File: config.mk
export PLATFORM = sky130hd
export DESIGN_NAME = core_launch_ctrl_flat
export DESIGN_NICKNAME = d
export VERILOG_FILES = /design/src/rtl/core_launch_ctrl_if.sv /design/src/rtl/core_launch_ctrl.sv /design/src/flat_wrapper.sv
export SDC_FILE = /design/constraint.sdc
export NUM_CORES = 1
export LEC_CHECK = 0
export CORE_MARGIN = 5
export CORE_UTILIZATION = 35
export DETAILED_ROUTE_END_ITERATION = 10
export MAX_ROUTING_LAYER = met4
export PLACE_DENSITY = 0.76
export SLEW_MARGIN = 20
export SYNTH_ARGS = -nofsm -noshare
export SYNTH_HDL_FRONTEND = slang
export SYNTH_SLANG_ARGS = --single-unit
File: constraint.sdc
create_clock -name clk -period 1.8 [get_ports clk]
set_input_delay 0.36 -clock clk [delete_from_list [all_inputs] [get_ports clk]]
set_output_delay 0.36 -clock clk [all_outputs]
set_load 0.03 [all_outputs]
File: src/rtl/core_launch_ctrl_if.sv
// ----------------------------------------------------------------------------
// core_launch_ctrl_if
//   Bundles the host job request, the per-core start/ready/done handshake,
//   the data-memory read port and the result stream of core_launch_ctrl.
//
//   master : the controller side (drives coreStart, memRdAddr, memMuxSel,
//            outData, outValid, busy, jobDone, timeout)
//   slave  : host / core array / memory / sink side
//
//   Signals:
//     go         job request
//     coreReady  per-core ready level
//     coreDone   per-core done level
//     coreStart  per-core start pulse
//     memRdAddr  data-memory read address
//     memRdData  data-memory read data (one cycle after the address)
//     memMuxSel  1 = controller owns the data-memory read port
//     outData    streamed result word
//     outValid   outData valid
//     outReady   sink accepts word
//     busy       controller not idle
//     jobDone    one-cycle pulse at job end
//     timeout    watchdog expired (sticky)
// ----------------------------------------------------------------------------
interface core_launch_ctrl_if #(
  parameter int N_CORES   = 4,
  parameter int REG_WIDTH = 12
);
  logic                 go;
  logic [N_CORES-1:0]   coreReady;
  logic [N_CORES-1:0]   coreDone;
  logic [N_CORES-1:0]   coreStart;
  logic [REG_WIDTH-1:0] memRdAddr;
  logic [REG_WIDTH-1:0] memRdData;
  logic                 memMuxSel;
  logic [REG_WIDTH-1:0] outData;
  logic                 outValid;
  logic                 outReady;
  logic                 busy;
  logic                 jobDone;
  logic                 timeout;

  modport master (
    input  go, coreReady, coreDone, memRdData, outReady,
    output coreStart, memRdAddr, memMuxSel, outData, outValid,
           busy, jobDone, timeout
  );

  modport slave (
    output go, coreReady, coreDone, memRdData, outReady,
    input  coreStart, memRdAddr, memMuxSel, outData, outValid,
           busy, jobDone, timeout
  );
endinterface

File: src/rtl/core_launch_ctrl.sv
// ----------------------------------------------------------------------------
// core_launch_ctrl
//   System-side initiator for the cores' start/ready/done handshake. On a job
//   request it waits for all cores to be ready, starts them together, collects
//   their done flags, then takes over the data-memory read port and streams
//   DUMP_LEN words starting at DUMP_BASE over a valid/ready interface.
//
//   Ports:
//     clk   system clock
//     rstN  asynchronous active-low reset
//     bus   core_launch_ctrl_if.master (job request, core handshake,
//           data-memory read port, result stream, status)
//
//   Optional feature (macro CORE_WATCHDOG_EN):
//     defined   - a RUN-cycle watchdog of WDT_CYCLES cycles sets the sticky
//                 timeout flag, skips the dump and finishes the job.
//     undefined - no watchdog is built, timeout is constant 0 and RUN waits
//                 for all done flags indefinitely.
// ----------------------------------------------------------------------------
module core_launch_ctrl #(
  parameter int N_CORES    = 4,
  parameter int REG_WIDTH  = 12,
  parameter int DUMP_BASE  = 0,
  parameter int DUMP_LEN   = 16,
  parameter int WDT_CYCLES = 4095
) (
  input  logic                clk,
  input  logic                rstN,
  core_launch_ctrl_if.master  bus
);

  typedef enum logic [2:0] {
    S_IDLE,
    S_LAUNCH,
    S_RUN,
    S_DUMP_RD,
    S_DUMP_OUT,
    S_FINISH
  } state_t;

  localparam int CNT_W = (DUMP_LEN > 1) ? $clog2(DUMP_LEN) : 1;
  localparam logic [CNT_W-1:0]     LAST_CNT  = CNT_W'((DUMP_LEN > 0) ? DUMP_LEN - 1 : 0);
  localparam logic [REG_WIDTH-1:0] BASE_ADDR = REG_WIDTH'(DUMP_BASE);

  state_t               state_q, state_d;
  logic [N_CORES-1:0]   done_seen_q, done_seen_d;
  logic [CNT_W-1:0]     word_cnt_q, word_cnt_d;
  logic                 first_run_q, first_run_d;
  logic [N_CORES-1:0]   core_start_q, core_start_d;
  logic [REG_WIDTH-1:0] mem_rd_addr_q, mem_rd_addr_d;
  logic                 mem_mux_sel_q, mem_mux_sel_d;
  logic [REG_WIDTH-1:0] out_data_q, out_data_d;
  logic                 out_valid_q, out_valid_d;
  logic                 busy_q, busy_d;
  logic                 job_done_q, job_done_d;

  logic [N_CORES-1:0]   eff_done;
  logic [N_CORES-1:0]   done_acc;
  logic [CNT_W-1:0]     cnt_inc;

`ifdef CORE_WATCHDOG_EN
  localparam int WDT_W = (WDT_CYCLES > 1) ? $clog2(WDT_CYCLES) : 1;
  localparam logic [WDT_W-1:0] WDT_LAST = WDT_W'((WDT_CYCLES > 0) ? WDT_CYCLES - 1 : 0);

  logic [WDT_W-1:0] wdt_cnt_q, wdt_cnt_d;
  logic             timeout_q, timeout_d;
`endif

  // Done levels left over from the previous job are still high during the
  // first RUN cycle, so they are ignored there.
  assign eff_done = first_run_q ? '0 : bus.coreDone;
  assign done_acc = done_seen_q | eff_done;
  assign cnt_inc  = word_cnt_q + 1'b1;

  always_comb begin
    state_d       = state_q;
    done_seen_d   = done_seen_q;
    word_cnt_d    = word_cnt_q;
    first_run_d   = 1'b0;
    core_start_d  = '0;
    mem_rd_addr_d = mem_rd_addr_q;
    mem_mux_sel_d = mem_mux_sel_q;
    out_data_d    = out_data_q;
    out_valid_d   = out_valid_q;
    busy_d        = busy_q;
    job_done_d    = 1'b0;
`ifdef CORE_WATCHDOG_EN
    wdt_cnt_d     = wdt_cnt_q;
    timeout_d     = timeout_q;
`endif

    case (state_q)
      S_IDLE: begin
        if (bus.go) begin
          state_d     = S_LAUNCH;
          done_seen_d = '0;
          busy_d      = 1'b1;
`ifdef CORE_WATCHDOG_EN
          timeout_d   = 1'b0;
`endif
        end
      end

      S_LAUNCH: begin
        if (&bus.coreReady) begin
          state_d      = S_RUN;
          core_start_d = '1;
          first_run_d  = 1'b1;
`ifdef CORE_WATCHDOG_EN
          wdt_cnt_d    = '0;
`endif
        end
      end

      S_RUN: begin
        done_seen_d = done_acc;
        if (&done_acc) begin
          if (DUMP_LEN == 0) begin
            state_d    = S_FINISH;
            job_done_d = 1'b1;
          end else begin
            state_d       = S_DUMP_RD;
            word_cnt_d    = '0;
            mem_mux_sel_d = 1'b1;
            mem_rd_addr_d = BASE_ADDR;
          end
        end
`ifdef CORE_WATCHDOG_EN
        else if (wdt_cnt_q == WDT_LAST) begin
          state_d    = S_FINISH;
          timeout_d  = 1'b1;
          job_done_d = 1'b1;
        end else begin
          wdt_cnt_d = wdt_cnt_q + 1'b1;
        end
`endif
      end

      // Address is on the port this cycle; the memory returns data next cycle.
      S_DUMP_RD: begin
        state_d = S_DUMP_OUT;
      end

      // First DUMP_OUT cycle captures the read data; the word is then held
      // until the sink takes it.
      S_DUMP_OUT: begin
        if (!out_valid_q) begin
          out_data_d  = bus.memRdData;
          out_valid_d = 1'b1;
        end else if (bus.outReady) begin
          out_valid_d = 1'b0;
          if (word_cnt_q == LAST_CNT) begin
            state_d       = S_FINISH;
            mem_mux_sel_d = 1'b0;
            mem_rd_addr_d = '0;
            job_done_d    = 1'b1;
          end else begin
            state_d       = S_DUMP_RD;
            word_cnt_d    = cnt_inc;
            mem_rd_addr_d = BASE_ADDR + REG_WIDTH'(cnt_inc);
          end
        end
      end

      S_FINISH: begin
        state_d    = S_IDLE;
        busy_d     = 1'b0;
        word_cnt_d = '0;
      end

      default: begin
        state_d = S_IDLE;
      end
    endcase
  end

  always_ff @(posedge clk or negedge rstN) begin
    if (!rstN) begin
      state_q       <= S_IDLE;
      done_seen_q   <= '0;
      word_cnt_q    <= '0;
      first_run_q   <= 1'b0;
      core_start_q  <= '0;
      mem_rd_addr_q <= '0;
      mem_mux_sel_q <= 1'b0;
      out_data_q    <= '0;
      out_valid_q   <= 1'b0;
      busy_q        <= 1'b0;
      job_done_q    <= 1'b0;
`ifdef CORE_WATCHDOG_EN
      wdt_cnt_q     <= '0;
      timeout_q     <= 1'b0;
`endif
    end else begin
      state_q       <= state_d;
      done_seen_q   <= done_seen_d;
      word_cnt_q    <= word_cnt_d;
      first_run_q   <= first_run_d;
      core_start_q  <= core_start_d;
      mem_rd_addr_q <= mem_rd_addr_d;
      mem_mux_sel_q <= mem_mux_sel_d;
      out_data_q    <= out_data_d;
      out_valid_q   <= out_valid_d;
      busy_q        <= busy_d;
      job_done_q    <= job_done_d;
`ifdef CORE_WATCHDOG_EN
      wdt_cnt_q     <= wdt_cnt_d;
      timeout_q     <= timeout_d;
`endif
    end
  end

  assign bus.coreStart = core_start_q;
  assign bus.memRdAddr = mem_rd_addr_q;
  assign bus.memMuxSel = mem_mux_sel_q;
  assign bus.outData   = out_data_q;
  assign bus.outValid  = out_valid_q;
  assign bus.busy      = busy_q;
  assign bus.jobDone   = job_done_q;

`ifdef CORE_WATCHDOG_EN
  assign bus.timeout   = timeout_q;
`else
  // WDT_CYCLES has no effect without the watchdog; this expression is
  // constant 0 and keeps the parameter referenced.
  assign bus.timeout   = (WDT_CYCLES < 0);
`endif

endmodule

File: src/flat_wrapper.sv
// flat-port wrapper written by rule: the top's interface ports become plain ports
module core_launch_ctrl_flat 
#(
  parameter int N_CORES    = 4,
  parameter int REG_WIDTH  = 12,
  parameter int DUMP_BASE  = 0,
  parameter int DUMP_LEN   = 16,
  parameter int WDT_CYCLES = 4095
)
  (clk, rstN, bus_go, bus_coreReady, bus_coreDone, bus_memRdData, bus_outReady, bus_coreStart, bus_memRdAddr, bus_memMuxSel, bus_outData, bus_outValid, bus_busy, bus_jobDone, bus_timeout);
  core_launch_ctrl_if #(.N_CORES(N_CORES), .REG_WIDTH(REG_WIDTH)) bus_i ();
  input  logic clk;
  input  logic rstN;
  input wire logic [$bits(bus_i.go)-1:0] bus_go;
  input wire logic [$bits(bus_i.coreReady)-1:0] bus_coreReady;
  input wire logic [$bits(bus_i.coreDone)-1:0] bus_coreDone;
  input wire logic [$bits(bus_i.memRdData)-1:0] bus_memRdData;
  input wire logic [$bits(bus_i.outReady)-1:0] bus_outReady;
  output wire logic [$bits(bus_i.coreStart)-1:0] bus_coreStart;
  output wire logic [$bits(bus_i.memRdAddr)-1:0] bus_memRdAddr;
  output wire logic [$bits(bus_i.memMuxSel)-1:0] bus_memMuxSel;
  output wire logic [$bits(bus_i.outData)-1:0] bus_outData;
  output wire logic [$bits(bus_i.outValid)-1:0] bus_outValid;
  output wire logic [$bits(bus_i.busy)-1:0] bus_busy;
  output wire logic [$bits(bus_i.jobDone)-1:0] bus_jobDone;
  output wire logic [$bits(bus_i.timeout)-1:0] bus_timeout;
  assign bus_i.go = bus_go;
  assign bus_i.coreReady = bus_coreReady;
  assign bus_i.coreDone = bus_coreDone;
  assign bus_i.memRdData = bus_memRdData;
  assign bus_i.outReady = bus_outReady;
  assign bus_coreStart = bus_i.coreStart;
  assign bus_memRdAddr = bus_i.memRdAddr;
  assign bus_memMuxSel = bus_i.memMuxSel;
  assign bus_outData = bus_i.outData;
  assign bus_outValid = bus_i.outValid;
  assign bus_busy = bus_i.busy;
  assign bus_jobDone = bus_i.jobDone;
  assign bus_timeout = bus_i.timeout;
  core_launch_ctrl #(.N_CORES(N_CORES), .REG_WIDTH(REG_WIDTH), .DUMP_BASE(DUMP_BASE), .DUMP_LEN(DUMP_LEN), .WDT_CYCLES(WDT_CYCLES)) u_core (.clk(clk), .rstN(rstN), .bus(bus_i));
endmodule
## Word-level counts from Yosys, hierarchy flattened

Index checks and enable logic that the tools add are counted.

- Output and inout port bits: 33
- Word-level logic and storage cells: 78
- Flip-flop bits (word level): 44
- Input port bits: 24

- Multiplexer cells: 37
- Bitwise operators: 2
- Reduce and logical (&&, ||, !) cells: 14
- Add/sub/neg operators: 1
- Equality and inequality tests: 13

Operators by type and width:

| operator | number |
|---|---|
| two-way mux 12 bit | 3 |
| two-way mux 4 bit | 9 |
| one-hot mux 12 bit (2 select lines) | 1 |
| two-way mux 3 bit | 6 |
| one-hot mux 3 bit (5 select lines) | 1 |
| AND reduction 5 bit | 3 |
| two-way mux 1 bit | 13 |
| one-hot mux 4 bit (3 select lines) | 1 |
| AND reduction 4 bit | 3 |
| != test 2 x 1 -> 1 bit (second input constant) | 4 |
| one-hot mux 4 bit (2 select lines) | 1 |
| == test 3 x 2 -> 1 bit (second input constant) | 2 |
| == test 3 bit (second input constant) | 2 |
| != test 2 bit (second input constant) | 3 |
| AND reduction 2 bit | 3 |
| nonzero test 2 bit | 3 |
| adder 4 x 1 -> 4 bit (second input constant) | 1 |
| == test 4 bit (second input constant) | 1 |
| OR 4 bit | 1 |
| one-hot mux 1 bit (2 select lines) | 2 |
| == test 3 x 1 -> 1 bit (second input constant) | 1 |
| logical NOT 3 bit | 1 |
| nonzero test 3 bit | 1 |
| inverter 1 bit | 1 |

## Depth between registers and ports, before layout

Gate-level depths: netlist of the first run.

- Depth after elaboration: 5
- Mapped depth: 6
- Depth with buffers taken out: 5

## Worst setup path after synthesis of the first run

Ideal clock, no wire load.

- Kind: reg-to-reg
- From: reg u_core.state_q[0]
- To: reg u_core.out_data_q[0] (netlist: u_core.bus.outData[0])
- Path buffers: 2
- Cell stages (with the launch flop): 6
- Required time: 1.675 ns
- Data arrival time: 1.469 ns
- Library setup time: 0.125 ns
- Slack: 0.207 ns
- Clock period less this slack: 1.593 ns
- Path through: dfrtp_1 buf_6 or3b_4 nor2_4 buf_6 mux2_2

- Cells in the longest elaborated chain, start to end: 2

Ends and longest elaborated chain:

| what | line | source |
|---|---|---|
| from (decl) | core_launch_ctrl.sv:45 | `state_t state_q, state_d;` |
| from (signal assigned) | core_launch_ctrl.sv:195 | `state_q <= state_d;` |
| == test 3 bit | core_launch_ctrl.sv:92 | `case (state_q)` |
| AND reduction 2 bit (no source line) | n/a |  |
| to (signal assigned) | core_launch_ctrl.sv:202 | `out_data_q <= out_data_d;` |
| to (decl) | core_launch_ctrl.sv:52 | `logic [REG_WIDTH-1:0] out_data_q, out_data_d;` |

No other way between the ends.
A chain may end at the register's enable or synchronous reset.

==> flow_metrics.py, run 1 <==
metrics = {
    "drt": {
        "wl_per_cell_um": 13.42,
        "wirelength_mm": 3.140,
        "ant_nets": 0,
        "drt_iter0_drc": 36,
        "vias": 1121,
        "firstDrtPassIters": 6,
        "route.detailed.drc": 0,
        "vias_per_cell": 4.791,
    },
    "pwr": {
        "powerDensity_mw_per_mm2": 1476,
        "leakagePower_uw": 0.0009746,
        "p_total_uw": 3132,
        "ir_worst_vdd_v": 0.0008184,
    },
    "worst_setup_path": {
        "path_buf_inv": 1,
        "crit_family": "buffers and inverters",
        "cp_num_cells": 1,
        "rr_endpoint": "u_core.bus.outData[7]",
        "endpoint": "bus_coreStart[1]",
        "startpoint_type": "flop",
        "path_cells": "clkdlybuf4s50_1",
        "worstPathArrival_ns": 1.37,
        "worstRegToRegCells": 4,
        "required_ns": 1.44,
        "crit_type": "reg -> out",
        "cpPeakStageDelay_ns": 0.69,
        "critPathLaunch": "u_core.bus.coreStart[2]",
        "r2r_start": "u_core.state_q[0]",
        "path_max_fanout": 6,
        "crit_path_end_kind": "output pin",
        "slowest_stage": "clkdlybuf4s50_1",
        "ff2ff_setup_slack_ns": 0.18,
    },
    "finish": {
        "fillers": 377,
        "drive_gt1_share_pct": 20.11,
        "multi_input_area_um2": 604.3,
        "diodes": 0,
        "fin_nets": 208,
        "synthToLayoutAreaGrowth_pct": 40.86,
        "seqCellArea_um2": 800.8,
    },
    "worst_hold_path": {
        "hp-class": "in -> async",
    },
    "job": {
        "maxCapViolations": 0,
    },
    "sta": {
        "setup_tns_ns": 0,
        "finalHoldViolCount": 0,
        "period_needed_ns": 1.732,
        "max_freq_mhz": 577.4,
        "slew_viol_final": 0,
        "setup_viol": 0,
        "setup_ws_ns": 0.06816,
        "skew_ns": 0.002437,
        "period_share_pct": 96.21,
    },
    "logic_synthesis": {
        "yosys_warnings": 0,
        "synth.largest_area_cell": "dfrtp_1",
        "synth_area_per_cell_um2": 11.50,
        "synth-seq-cells": 32,
        "syn_area_mm2": 0.001506,
        "synth_area_leaders": "dfrtp_1 (53%), mux2_2 (9.0%), buf_4 (7.0%)",
        "synth_seq_area_share_pct": 53.16,
        "ys_types": 35,
        "async_flop_share_pct": 100.0,
        "syn-instance-count": 131,
        "synth_flop_cell": "dfrtp_1",
        "synth_most_common_cell": "dfrtp_1",
        "synth_edf_count": 0,
        "synthTopCellsByCount": "dfrtp_1 (32), buf_4 (14), mux2_2 (12), nor2_1 (11), a21oi_1 (8)",
        "synth_top_area_share_pct": 53.16,
    },
    "cts": {
        "htree_levels": 2,
        "clock_path_buffers": 2,
        "clkTransAtPathRegs_ns": 0.06,
        "cts.sinks": 32,
        "insertion_delay_ns": 0.28,
        "cts_buffers": 5,
        "root_buffer": "clkbuf_8",
        "ctsHoldBuffers": 0,
        "cts_tree": "built",
    },
    "die": {
        "fp.dieW_um": 75.61,
        "core_mm2": 0.004086,
        "die-height_um": 75.61,
        "start_util_pct": 36.86,
        "die_area_mm2": 0.005716,
        "pin_count": 57,
        "num_rows": 23,
    },
    "global_routing": {
        "grt_pass1_vias": 1171,
        "antenna_found_initial": 0,
        "grt_usage_pct": 13.07,
        "overflow": 0,
        "grt_pass1_wl_mm": 5.326,
        "grt_max_degree": 33,
    },
    "placement": {
        "hpwl_mm": 2.358,
        "post-place-ws_ns": 0.05300,
        "place.gp.congestion": 0.7734,
        "portBuffers": 47,
    },
    "run_status": {
        "status": "completed",
    },
}
cell families after synthesis:
family	count (synthesis)	share of synthesized area (%)
and+or+nand+nor	38	15.03
DFF	32	53.16
adders and majority gates	1	0.8304
AOI/OAI and AO/OA	27	11.55
xor gates and xnor gates	2	1.163
buffers and inverters	18	9.052
muxes	12	8.970
other	1	0.2489
layout by cell type, fill, tap and decap left out, types with 2 or more instances in the layout:
master            n
a21oi_1           8
a31o_2            4
a32o_1            2
buf_4             6
clkbuf_8          5
clkdlybuf4s50_1  44
conb_1            9
dfrtp_1          32
dlymetal6s2s_1    3
mux2_2           12
nand2_1           4
nand3_1           3
nand4_1           2
nor2_1           11
nor2b_1           3
nor3_1            3
o21ai_0           5
o22ai_1           4
or3b_4            2
registers in the layout (all words and copies together), names as in the netlist:
register / flops
u_core.bus.busy: 1
u_core.bus.coreStart: 1
u_core.bus.jobDone: 1
u_core.bus.memMuxSel: 1
u_core.bus.memRdAddr: 4
u_core.bus.outData: 12
u_core.bus.outValid: 1
u_core.done_seen_q: 4
u_core.state_q: 3
u_core.word_cnt_q: 4
per-stage QoR:
| stage | instance area (um^2) | std cells | utilization [%] | hold WS (ns) |
|---|---|---|---|---|
| after global placement | 2002 | 226 | 48.99 | 0.4767 |
| after CTS | 2110 | 234 | 51.62 | 0.4916 |
| after global routing | 2122 | 234 | 51.93 | 0.5062 |
| after floorplan | 1536 | 139 | - | 0.06441 |
| final | 2122 | 234 | 51.93 | 0.4829 |
| after detailed placement | 2002 | 226 | 48.99 | 0.4962 |
timing repair:
| action | CTS | global route |
|---|---|---|
| setup endpoints to repair | 0 | 6 |
| gates resized for setup | 0 | 4 |
| buffers inserted | 0 | 0 |
layout make-up:
class | count | area share, %
Clock buffer | 6 | 3.420
Multi-Input combinational cell | 89 | 28.48
Timing Repair Buffer | 54 | 25.59
Tap cell | 50 | 2.948
Inverter | 1 | 0.1769
Sequential cell | 32 | 37.74
Clock inverter | 2 | 1.651
power breakdown:
group	internal [uW]	switching [uW]	total, uW	leakage, uW
clock network	410	250	660	0.0000552
registers	970	173	1140	0.000412
logic	620	709	1330	0.000507
total	2000	1130	3130	0.000975
worst min path at each step:
stage	endpoint
after floorplan	u_core.bus.busy
after global placement	u_core.bus.memMuxSel
after detailed placement	u_core.bus.outData[5]
after CTS	u_core.done_seen_q[2]
after global routing	u_core.done_seen_q[2]
final	u_core.done_seen_q[2]
layer usage:
layer / track usage, % / part of all wire, % / vias to the layer above
met3: 5.145 / 6.7 / 4
met5: - / 0 / -
met2: 19.75 / 48 / 33
li1: - / - / 544
met1: 15.61 / 44 / 540
met4: 5.243 / 0.92 / 0
Note: power is estimated with default switching activity, not from simulation.
==> run 2: changes to the inputs <==
--- a/config.mk
+++ b/config.mk
@@ -7,7 +7,9 @@
 export LEC_CHECK = 0
 export CORE_MARGIN = 5
 export CORE_UTILIZATION = 35
+export CTS_BUF_LIST = sky130_fd_sc_hd__clkbuf_16
 export DETAILED_ROUTE_END_ITERATION = 10
+export GPL_TIMING_DRIVEN = 0
 export MAX_ROUTING_LAYER = met4
 export PLACE_DENSITY = 0.76
 export SLEW_MARGIN = 20
==> flow_metrics.py, run 2 (synthesis gave the netlist of run 1 again) <==
metrics = {
    "sta": {
        "tightest_slew_ns": 0.7061,
        "setup_viol": 0,
        "max_freq_mhz": 586.9,
        "rsz0062_at_grt": "no",
        "slew_viol_final": 0,
        "skew_ns": 0.002373,
        "setup_ws_ns": 0.09604,
        "period_share_pct": 94.66,
        "setup_tns_ns": 0,
        "period_needed_ns": 1.704,
        "timing.hold.ws_ns": 0.1408,
        "finalHoldViolCount": 0,
        "relSlewSlack_pct": 52.92,
    },
    "pwr": {
        "ir_worst_vdd_v": 0.0008075,
        "leakagePower_uw": 0.001011,
        "net-switching-power_uw": 1158,
        "p_clk_share_pct": 23.7,
        "sw_frac_of_total_pct": 35.69,
        "pwr-share-seq_pct": 35.0,
        "intPower_uw": 2086,
        "pwr-share-comb_pct": 41.3,
        "powerDensity_mw_per_mm2": 1478,
    },
    "finish": {
        "diodes": 0,
        "synthToLayoutAreaGrowth_pct": 45.68,
        "largest_register_ffs": 12,
        "final_cell_mix": "clkdlybuf4s50_1 (41), dfrtp_1 (32), buf_4 (14)",
        "final_common_cell": "clkdlybuf4s50_1",
        "fin_nets": 218,
        "drive_gt1_share_pct": 23.20,
    },
    "worst_setup_path": {
        "startpoint_type": "flop",
        "crit_type": "reg -> reg",
        "required_ns": 1.95,
        "cpPeakStageDelay_ns": 0.42,
        "path_max_fanout": 10,
        "crit_top_cell": "buf_6",
        "slowest_stage": "or3b_4",
        "crit_path_end_kind": "flop",
        "worstPathArrival_ns": 1.86,
        "path_cells": "buf_6 -> or3b_4 -> nor2_4 -> buf_6 -> mux2_2",
        "r2r_start": "u_core.state_q[0]",
        "critPathLaunch": "u_core.state_q[0]",
    },
    "die": {
        "num_rows": 23,
        "die-height_um": 75.61,
        "core_mm2": 0.004086,
        "die_area_mm2": 0.005716,
        "pin_count": 57,
        "start_util_pct": 36.86,
        "fp.dieW_um": 75.61,
    },
    "drt": {
        "vias_per_cell": 4.648,
        "drt_iter0_drc": 52,
        "wirelength_mm": 3.222,
        "wl_per_cell_um": 13.20,
        "route.detailed.drc": 0,
        "vias": 1134,
        "ant_nets": 0,
        "firstDrtPassIters": 4,
    },
    "cts": {
        "root_buffer": "clkbuf_16",
        "insertion_delay_ns": 0.27,
        "ctsHoldBuffers": 0,
        "cts_tree": "built",
        "cts_buffers": 5,
        "htree_levels": 2,
        "cts.sinks": 32,
        "clock_path_buffers": 2,
        "clkTransAtPathRegs_ns": 0.05,
    },
    "placement": {
        "place.gp.congestion": 0.8358,
        "post-place-ws_ns": 0.04846,
        "hpwl_mm": 2.454,
        "portBuffers": 47,
    },
    "run_status": {
        "status": "completed",
    },
    "job": {
        "maxCapViolations": 0,
    },
    "global_routing": {
        "grt_max_degree": 33,
        "grt_pass1_vias": 1186,
        "grt_usage_pct": 12.98,
        "overflow": 0,
        "grt_pass1_wl_mm": 5.395,
        "antenna_found_initial": 0,
    },
    "worst_hold_path": {
        "hp-class": "in -> async",
    },
}
run 2: cell types whose count changed in the layout (fill, tap and decap cells not counted), moves of 2 or more:
cell / delta
clkdlybuf4s50_1: -3
buf_4: +8
clkbuf_8: -5
clkbuf_16: +5
inv_1: +2
buf_2: +2
buf_6: +2
dlygate4sd2_1: +5
dlymetal6s2s_1: -3
run 2: cell type report:
type | count | area [um^2]
well taps | 50 | 62.56
multi-input cells | 89 | 599.3
flip-flops and latches | 32 | 800.8
plain buffers | 17 | 132.6
fillers | 369 | 1892
repair buffers | 47 | 459.2
clock buffers | 5 | 125.1
clock inverters | 3 | 11.26
inverters | 1 | 3.754
run 2: per-layer routing:
layer  global-route usage, %  up-vias  routed length [um]
met5                       -        -                   0
met4                   4.660        0                   0
met3                   4.222        0                 227
met2                   19.85       32                1556
met1                   16.10      533                1439
li1                        -      569                   -
run 2: worst paths after layout:
check	to	slack, ns	depth (start not counted)
hold reg to reg	u_core.bus.outData[10]	0.50	1
hold / removal	u_core.done_seen_q[3]	0.14	1
max in group asynchronous	u_core.bus.outData[5]	1.21	1
setup / recovery	u_core.bus.outData[6]	0.1	5
min in group clk	u_core.bus.outData[10]	0.50	1
setup reg to reg	u_core.bus.outData[6]	0.1	5
run 2: critical path, delay by kind of cell (launching register included):
kind,cells,cell delay (ns)
mux,1,0.34
simple gates,2,0.56
flops,1,0.37
buf+inv,2,0.30
run 2: through the flow:
| stage | instance area, um^2 | power [uW] | cells | util (%) |
|---|---|---|---|---|
| 2_1_floorplan | 1536 | 1956 | 139 | - |
| 3_3_place_gp | 2069 | 2482 | 236 | 50.64 |
| 3_5_place_dp | 2064 | 2513 | 236 | 50.52 |
| 4_1_cts | 2195 | 3290 | 244 | 53.70 |
| 5_1_grt | 2195 | 3437 | 244 | 53.70 |
| 6_report | 2195 | 3243 | 244 | 53.70 |
run 2: what timing repair did:
item	in CTS	in global routing
gates resized for setup	5	0
endpoints found under the setup margin	5	0
setup buffers	0	0
run 2: power by group through the flow:
stage | Sequential [uW] | Clock, uW | Combinational [uW]
after CTS | 1140 | 790 | 1360
after global routing | 1180 | 825 | 1440
final | 1140 | 767 | 1340
after global placement | 1130 | 0 | 1350
after detailed placement | 1150 | 0 | 1370
after floorplan | 1490 | 0 | 461
